--- src/rtl/alu_nibble_seq.sv ---
// rtl/alu_nibble_seq.sv - 8-bit request sequencer driving a 4-bit combinational ALU
//
// Splits each 8-bit request into a low-nibble pass and a high-nibble pass, then
// adds a +1/-1 fix-up pass on the high nibble when the low pass carried or
// borrowed. One request in flight; one response per request.
//
// Ports:
//   clk, rst                     clock, synchronous active-high reset
//   req_valid/req_ready          request handshake
//   req_op[2:0], req_a, req_b    operation (ALU sel encoding) and 8-bit operands
//   rsp_valid/rsp_ready          response handshake
//   rsp_result[7:0]              8-bit result
//   rsp_flag                     carry-out (add) / borrow-out (sub), else 0
//   rsp_err                      illegal op (101, 110, 111)
//   alu_a, alu_b, alu_sel        registered drive to the external ALU
//   alu_result, alu_carry,       combinational ALU response to the current drive
//   alu_borrow
module alu_nibble_seq (
  input  logic       clk,
  input  logic       rst,
  input  logic       req_valid,
  output logic       req_ready,
  input  logic [2:0] req_op,
  input  logic [7:0] req_a,
  input  logic [7:0] req_b,
  output logic       rsp_valid,
  input  logic       rsp_ready,
  output logic [7:0] rsp_result,
  output logic       rsp_flag,
  output logic       rsp_err,
  output logic [3:0] alu_a,
  output logic [3:0] alu_b,
  output logic [2:0] alu_sel,
  input  logic [3:0] alu_result,
  input  logic       alu_carry,
  input  logic       alu_borrow
);

  typedef enum logic [2:0] {
    S_IDLE,
    S_LO,
    S_HI,
    S_FIX,
    S_RESP
  } state_t;

  localparam logic [2:0] OP_ADD   = 3'b000;
  localparam logic [2:0] OP_SUB   = 3'b001;
  localparam logic [2:0] SEL_IDLE = 3'b111;

  state_t     state, state_nx;
  logic [2:0] op;
  logic [3:0] a_hi, b_hi;
  logic [7:0] res;
  logic       c0, c1, c2, err;
  logic       accept, legal_req, alu_flag, rsp_done;
  logic [3:0] alu_a_nx, alu_b_nx;
  logic [2:0] alu_sel_nx;

  assign req_ready = (state == S_IDLE) && !rst;
  assign accept    = req_valid && req_ready;
  assign legal_req = (req_op <= 3'b100);
  assign rsp_done  = rsp_valid && rsp_ready;

  // Flags are only meaningful for the select that produces them; anything
  // the ALU reports during logic ops is discarded here.
  always_comb begin
    alu_flag = 1'b0;
    if (op == OP_ADD)      alu_flag = alu_carry;
    else if (op == OP_SUB) alu_flag = alu_borrow;
  end

  always_comb begin
    state_nx = state;
    case (state)
      S_IDLE: if (accept) state_nx = legal_req ? S_LO : S_RESP;
      S_LO:   state_nx = S_HI;
      S_HI:   state_nx = ((op == OP_ADD || op == OP_SUB) && c0) ? S_FIX : S_RESP;
      S_FIX:  state_nx = S_RESP;
      S_RESP: if (rsp_done) state_nx = S_IDLE;
      default: state_nx = S_IDLE;
    endcase
  end

  // ALU drive is registered from the next state so each pass has its
  // operands stable for the whole cycle it occupies.
  always_comb begin
    alu_a_nx   = 4'h0;
    alu_b_nx   = 4'h0;
    alu_sel_nx = SEL_IDLE;
    case (state_nx)
      S_LO: begin
        alu_a_nx   = req_a[3:0];
        alu_b_nx   = req_b[3:0];
        alu_sel_nx = req_op;
      end
      S_HI: begin
        alu_a_nx   = a_hi;
        alu_b_nx   = b_hi;
        alu_sel_nx = op;
      end
      S_FIX: begin
        // High-nibble result is being captured on this same edge.
        alu_a_nx   = alu_result;
        alu_b_nx   = 4'h1;
        alu_sel_nx = op;
      end
      default: begin
        alu_a_nx   = 4'h0;
        alu_b_nx   = 4'h0;
        alu_sel_nx = SEL_IDLE;
      end
    endcase
  end

  always_ff @(posedge clk) begin
    if (rst) begin
      state      <= S_IDLE;
      op         <= 3'b000;
      a_hi       <= 4'h0;
      b_hi       <= 4'h0;
      res        <= 8'h00;
      c0         <= 1'b0;
      c1         <= 1'b0;
      c2         <= 1'b0;
      err        <= 1'b0;
      alu_a      <= 4'h0;
      alu_b      <= 4'h0;
      alu_sel    <= SEL_IDLE;
      rsp_valid  <= 1'b0;
      rsp_result <= 8'h00;
      rsp_flag   <= 1'b0;
      rsp_err    <= 1'b0;
    end else begin
      state   <= state_nx;
      alu_a   <= alu_a_nx;
      alu_b   <= alu_b_nx;
      alu_sel <= alu_sel_nx;
      case (state)
        S_IDLE: begin
          if (accept) begin
            op   <= req_op;
            a_hi <= req_a[7:4];
            b_hi <= req_b[7:4];
            res  <= 8'h00;
            c0   <= 1'b0;
            c1   <= 1'b0;
            c2   <= 1'b0;
            err  <= !legal_req;
          end
        end
        S_LO: begin
          res[3:0] <= alu_result;
          c0       <= alu_flag;
        end
        S_HI: begin
          res[7:4] <= alu_result;
          c1       <= alu_flag;
        end
        S_FIX: begin
          res[7:4] <= alu_result;
          c2       <= alu_flag;
        end
        S_RESP: begin
          // First RESP cycle loads the response registers; they then hold
          // untouched until the consumer takes them.
          if (!rsp_valid) begin
            rsp_valid  <= 1'b1;
            rsp_result <= res;
            rsp_flag   <= c1 | c2;
            rsp_err    <= err;
          end else if (rsp_ready) begin
            rsp_valid <= 1'b0;
          end
        end
        default: ;
      endcase
    end
  end

endmodule

--- config.mk ---
export PLATFORM = sky130hd
export DESIGN_NAME = alu_nibble_seq
export DESIGN_NICKNAME = d
export VERILOG_FILES = /design/src/rtl/alu_nibble_seq.sv
export SDC_FILE = /design/constraint.sdc
export NUM_CORES = 1
export LEC_CHECK = 0
export CORE_UTILIZATION = 47
export CTS_CLUSTER_DIAMETER = 150
export DETAILED_ROUTE_END_ITERATION = 10
export PLACE_DENSITY_LB_ADDON = 0.3
export SYNTH_ARGS = -nofsm -noshare
export SYNTH_HDL_FRONTEND = slang
export SYNTH_SLANG_ARGS = --single-unit
--- constraint.sdc ---
create_clock -name clk -period 1.65 [get_ports clk]
set_input_delay 0.33 -clock clk [delete_from_list [all_inputs] [get_ports clk]]
set_output_delay 0.33 -clock clk [all_outputs]
set_load 0.02 [all_outputs]
==> results.yml, run 1 <==
run_status:
  run_status: "finished, final reports clean"
routing:
  drt_iter0_markers: 177
  vias: 1744
  ant_nets: 0
  viasPerCell: 5.30
  drtPass1Iterations: 6
  wl_per_cell_um: 12.7
  wirelength_um: 4180
  drc: 0
synthesis:
  postSynthNetCount: 244
  synthFlopType: "dfxtp_1"
  avgSynthCellArea_um2: 8.64
  yosysUniqueCellTypes: 35
  syn_inst: 215
  synthesis.area_um2: 1860
  synth-edff-count: 0
  seq_area_frac_synth: 0.517
  yosysWarnings: 0
  async_flop_share: 0
  synth_seq_cells: 48
power_and_ir_drop:
  power_density_nw_per_um2: 899
  seqPwrFrac: 0.513
  irDropWorstVdd_v: 0.000785
  leakage_nw: 0.968
  sw_frac_of_total: 0.239
  intPower_mw: 1.80
  comb_power_share: 0.129
  p_switching_uw: 567
  clockPowerShare: 0.358
die:
  chipWidth_um: 64.9
  rows: 22
  io_pins: 52
  initial_core_util: 0.500
  coreArea_um2: 3720
  die_height_um: 64.9
  die_area_um2: 4210
final_layout:
  n_antenna_cell: 0
  mostFrequentLayoutCells: "nand2_1 (56), clkdlybuf4s50_1 (49), dfxtp_1 (47)"
  num-fill-cells: 303
  drive_gt1_frac: 0.146
  final_common_cell: "nand2_1"
  area_growth_syn_to_layout_pct: 41.8
  final_nets: 309
  design_area_um2: 2640
  layout.cells.non_filler: 329
sta:
  grt_setup_unrepaired: "no"
  drv_slew: 0
  period_needed_ns: 1.58
  finalSetupTns_ns: 0
  finClkSkew_ns: 0.00721
  min_period_over_period: 0.960
  worstMarginPinSlew_ns: 0.292
  whs_ns: 0.456
  slew_headroom: 0.806
  fmax_mhz: 631
  setup_violations: 0
  layout_setup_ws_ns: 0.0661
  hold_viol_final: 0
placed_design:
  place.gp.congestion: 0.771
  place_hpwl_um: 2940
  placed_area_um2: 2510
  port_buffers: 51
  preCtsSetupSlack_ns: -0.487
  placed_cells_incl_taps: 321
worst_setup_path:
  path_class: "flip-flop to output pin"
  endpoint_kind: "output pin"
  worstPathArrival_ns: 1.25
  path_cells: "clkdlybuf4s50_1"
  cp_top_family: "buffers and inverters"
  crit_buf_inv: 1
  slowest_delay_ns: 0.60
  critical_path_required_ns: 1.32
  critPathMaxFanout: 1
  cp-start-kind: "flip-flop"
  cp_slowest_cell: "clkdlybuf4s50_1"
grt:
  grt_pass1_vias: 1649
  grt_pass1_wl_um: 7370
  grt_max_degree: 42
  grtUsageTotal: 0.229
  grt-ovfl-total: 0
  grt_antenna_before_repair: 0
clock_tree:
  cts.htree.levels: 2
  clock_latency_ns: 0.30
  clk_pin_slew_ns: 0.09
  postCtsSetupRepairBufs: 0
  cts_buffer_depth: 2
  numClockSinks: 48
  cts-root-buf: "clkbuf_8"
  numCtsBuffers: 5
  cts_hold_buffers: 0
  cts_tree: "built"
min_path:
  worst_hold_path_type: "flip-flop to flip-flop"
run:
  cap_violations: 0
==> final timing paths <==
check	to	cells after the start	start	slack [ns]
worst min-delay path	rsp_result[6]	2	rsp_result[6]	0.46
worst min register to register	rsp_result[6]	2	rsp_result[6]	0.46
worst max-delay path	alu_a[3]	1	alu_a[3]	0.07
worst max register to register	rsp_flag	7	state[1]	0.10
==> area by class of cell <==
class / instances / area [um^2] / area share
clock buffers: 5 / 68.8 / 0.0261
clock inverters: 3 / 42.5 / 0.0161
inverters: 2 / 7.51 / 0.00285
multi-input cells: 149 / 811 / 0.308
flip-flops and latches: 48 / 962 / 0.365
well taps: 48 / 60.1 / 0.0228
repair buffers: 74 / 683 / 0.259
==> power by group through the flow <==
stage                     sequential (mW)  combinational [mW]  clock (mW)
after floorplan                      1.25               0.141           0
after global placement               1.24               0.302           0
after detailed placement             1.24               0.305           0
after CTS                            1.21               0.304       0.856
after global routing                 1.22               0.334       0.919
final                                1.22               0.305       0.848
==> state kept, by name (all words and copies together) (netlist names) <==
signal and cells:
b_hi 4, c2 1, rsp_err 1, c0 1
alu_sel 3, alu_b 4, rsp_result 8, res 8
err 1, alu_a 4, op 3, c1 1
rsp_valid 1, rsp_flag 1, a_hi 4, state 3
==> synth_stat cells (2+ instances only) <==
library cell  instances  area (um^2)
nand3_1               8         40.0
clkbuf_1              7         26.3
o21ai_0               3         15.0
and2_1                2         12.5
buf_2                 4         20.0
mux2i_1               2         20.0
o32a_1                2         20.0
dfxtp_1              48          961
nor3_1                4         20.0
a22oi_1               3         22.5
inv_1                 2         7.51
buf_4                 2         15.0
nor2_1               14         52.6
a222oi_1              4         40.0
a21oi_1              32          160
nand2_1              56          210
a221o_1               3         30.0
buf_6                 2         22.5
==> routing by layer <==
metal | up-vias | GRT usage | wire, um
met1 | 824 | 0.286 | 1930
met4 | 0 | 0.0750 | 27
met2 | 51 | 0.372 | 2020
met5 | - | 0 | 0
li1 | 867 | - | -
met3 | 2 | 0.0687 | 196
==> cells by family (layout without fill, tap and decap cells) <==
logic type	after synthesis	count (layout)	synth area share
and+or+nand+nor	96	96	0.242
AOI/OAI and AO/OA	51	51	0.179
DFF	48	48	0.517
buffers and inverters	18	84	0.0512
muxes	2	2	0.0108
==> timing repair <==
action,4_1_cts,5_1_grt
setup endpoints to repair,2,8
pin swaps,1,0
gates resized for setup,6,4
==> metrics by stage <==
| stage | util | power (mW) |
|---|---|---|
| 2_1_floorplan | - | 1.39 |
| 3_3_place_gp | 0.676 | 1.54 |
| 3_5_place_dp | 0.676 | 1.55 |
| 4_1_cts | 0.705 | 2.37 |
| 5_1_grt | 0.709 | 2.48 |
| 6_report | 0.709 | 2.37 |
No activity file was read; power rests on OpenSTA's default activity.
==> run 2, diff against run 1 <==
--- a/config.mk
+++ b/config.mk
@@ -5,7 +5,7 @@
 export SDC_FILE = /design/constraint.sdc
 export NUM_CORES = 1
 export LEC_CHECK = 0
-export CORE_UTILIZATION = 47
+export CORE_UTILIZATION = 50
 export CTS_CLUSTER_DIAMETER = 150
 export DETAILED_ROUTE_END_ITERATION = 10
 export PLACE_DENSITY_LB_ADDON = 0.3
==> constraint.sdc (replaced) <==
create_clock -name clk -period 1.9 [get_ports clk]
set_input_delay 0.38 -clock clk [delete_from_list [all_inputs] [get_ports clk]]
set_output_delay 0.38 -clock clk [all_outputs]
set_load 0.02 [all_outputs]
==> run 2 against run 1 <==
Against the previous run: combinational power fell by 15%; count of clock-buffer cells in the layout rose by 3; sequential power fell by 14%; critical path type is now input pin to output pin; non-clock buffer count fell by 9; first-iteration DRC count fell by 28%; largest cell class unchanged; wire length fell by 0.77%; clock power fell by 27%; critical endpoint is now req_ready.
==> results.yml, run 2 (synthesized netlist as in run 1, its figures left out) <==
die:
  die_area_um2: 3960
  die_height_um: 63.0
  initial_core_util: 0.540
  io_pins: 52
  rows: 21
  chipWidth_um: 63.0
  coreArea_um2: 3440
clock_tree:
  clock_latency_ns: 0.30
  cts-root-buf: "clkbuf_8"
  cts_tree: "built"
  cts_hold_buffers: 0
  numCtsBuffers: 5
  clk_pin_slew_ns: 0.08
  numClockSinks: 48
  cts.htree.levels: 2
  cts_buffer_depth: 2
worst_setup_path:
  critPathMaxFanout: 2
  path_class: "input pin to output pin"
  cp-start-kind: "input pin"
  endpoint_kind: "output pin"
  critical_path_required_ns: 1.52
  worstPathArrival_ns: 1.37
final_layout:
  top_regs: "res x8, rsp_result x8"
  final_core_util: 0.739
  mostFrequentLayoutCells: "nand2_1 (56), clkdlybuf4s50_1 (50), dfxtp_1 (48)"
  n_antenna_cell: 0
  drive_gt1_frac: 0.0956
  final_common_cell: "nand2_1"
  final_nets: 300
  num-fill-cells: 276
  area_growth_syn_to_layout_pct: 37.0
placed_design:
  port_buffers: 51
  place_hpwl_um: 2950
  place.gp.congestion: 0.818
run_status:
  run_status: "finished, final reports clean"
routing:
  drtPass1Iterations: 5
  viasPerCell: 5.38
  drc: 0
  vias: 1710
  drt_iter0_markers: 128
  ant_nets: 0
  wirelength_um: 4150
  wl_per_cell_um: 13.0
sta:
  grt_setup_unrepaired: "no"
  min_period_over_period: 0.920
  setup_violations: 0
  period_needed_ns: 1.75
  finClkSkew_ns: 0.00617
  slew_headroom: 0.732
  drv_slew: 0
  hold_viol_final: 0
  worstMarginPinSlew_ns: 0.403
  fmax_mhz: 572
run:
  cap_violations: 0
grt:
  grt_pass1_wl_um: 6860
  grt_pass1_vias: 1614
  grt_max_degree: 42
  grt_antenna_before_repair: 0
  grtUsageTotal: 0.218
  grt-ovfl-total: 0
min_path:
  worst_hold_path_type: "flip-flop to flip-flop"
power_and_ir_drop:
  leakage_nw: 0.908
  power_mw: 1.93
  irDropWorstVdd_v: 0.000576
  power_density_nw_per_um2: 759
[run 2: changes by cell type in the layout (fill, tap and decap cells not counted), sizes merged]
cell,previous run,this run
clkinvlp,1,0
clkinv,1,0
clkbuf,5,8
clkdlybuf4s50,49,50
buf,24,14
bufinv,1,0
[run 2: path summary, 6_finish.rpt]
check	startpoint	endpoint	slack, ns	cells after the start
worst max-delay path	rst	req_ready	0.15	3
worst min-delay path	res[0]	rsp_result[0]	0.46	2
worst max register to register	state[0]	alu_sel[1]	0.20	4
worst min register to register	res[0]	rsp_result[0]	0.46	2
[run 2: worst max-delay path: stages]
cell             delay, ns
clkdlybuf4s50_1       0.46
nor4_4                0.16
dlygate4sd2_1         0.36
[run 2: metrics by stage]
stage               hold slack [ns]  setup slack [ns]  TNS [ns]  cell area (um^2)  cells
floorplan                     0.432             0.241         0              1860    215
global placement              0.443            -0.108    -0.241              2460    310
detailed placement            0.448            -0.138    -0.562              2460    310
CTS                           0.461             0.140         0              2540    318
global route                  0.475            0.0715         0              2540    318
finish                        0.457             0.152         0              2540    318
[run 2: power by group]
| part | switching (mW) | leakage [nW] | internal [mW] |
|---|---|---|---|
| Sequential | 0.0194 | 0.389 | 1.03 |
| Combinational | 0.126 | 0.473 | 0.133 |
| Clock | 0.321 | 0.0455 | 0.297 |
[run 2: timing repair]
action	4_1_cts	5_1_grt
setup buffers	0	0
gates resized for setup	1	0
endpoints found under the setup margin	1	0
[run 2: layer usage]
layer,vias to the layer above,track usage,routed length [um]
li1,848,-,-
met1,803,0.277,1870
met2,55,0.353,2010
met3,4,0.0602,223
met4,0,0.0698,42
met5,-,0,0
[run 2: final cells by class]
cell class | count | area [um^2] | area share
well taps | 46 | 57.6 | 0.0226
flip-flops and latches | 48 | 961 | 0.378
clock buffers | 8 | 90.1 | 0.0354
repair buffers | 65 | 627 | 0.246
inverters | 2 | 7.51 | 0.00295
multi-input cells | 149 | 802 | 0.315
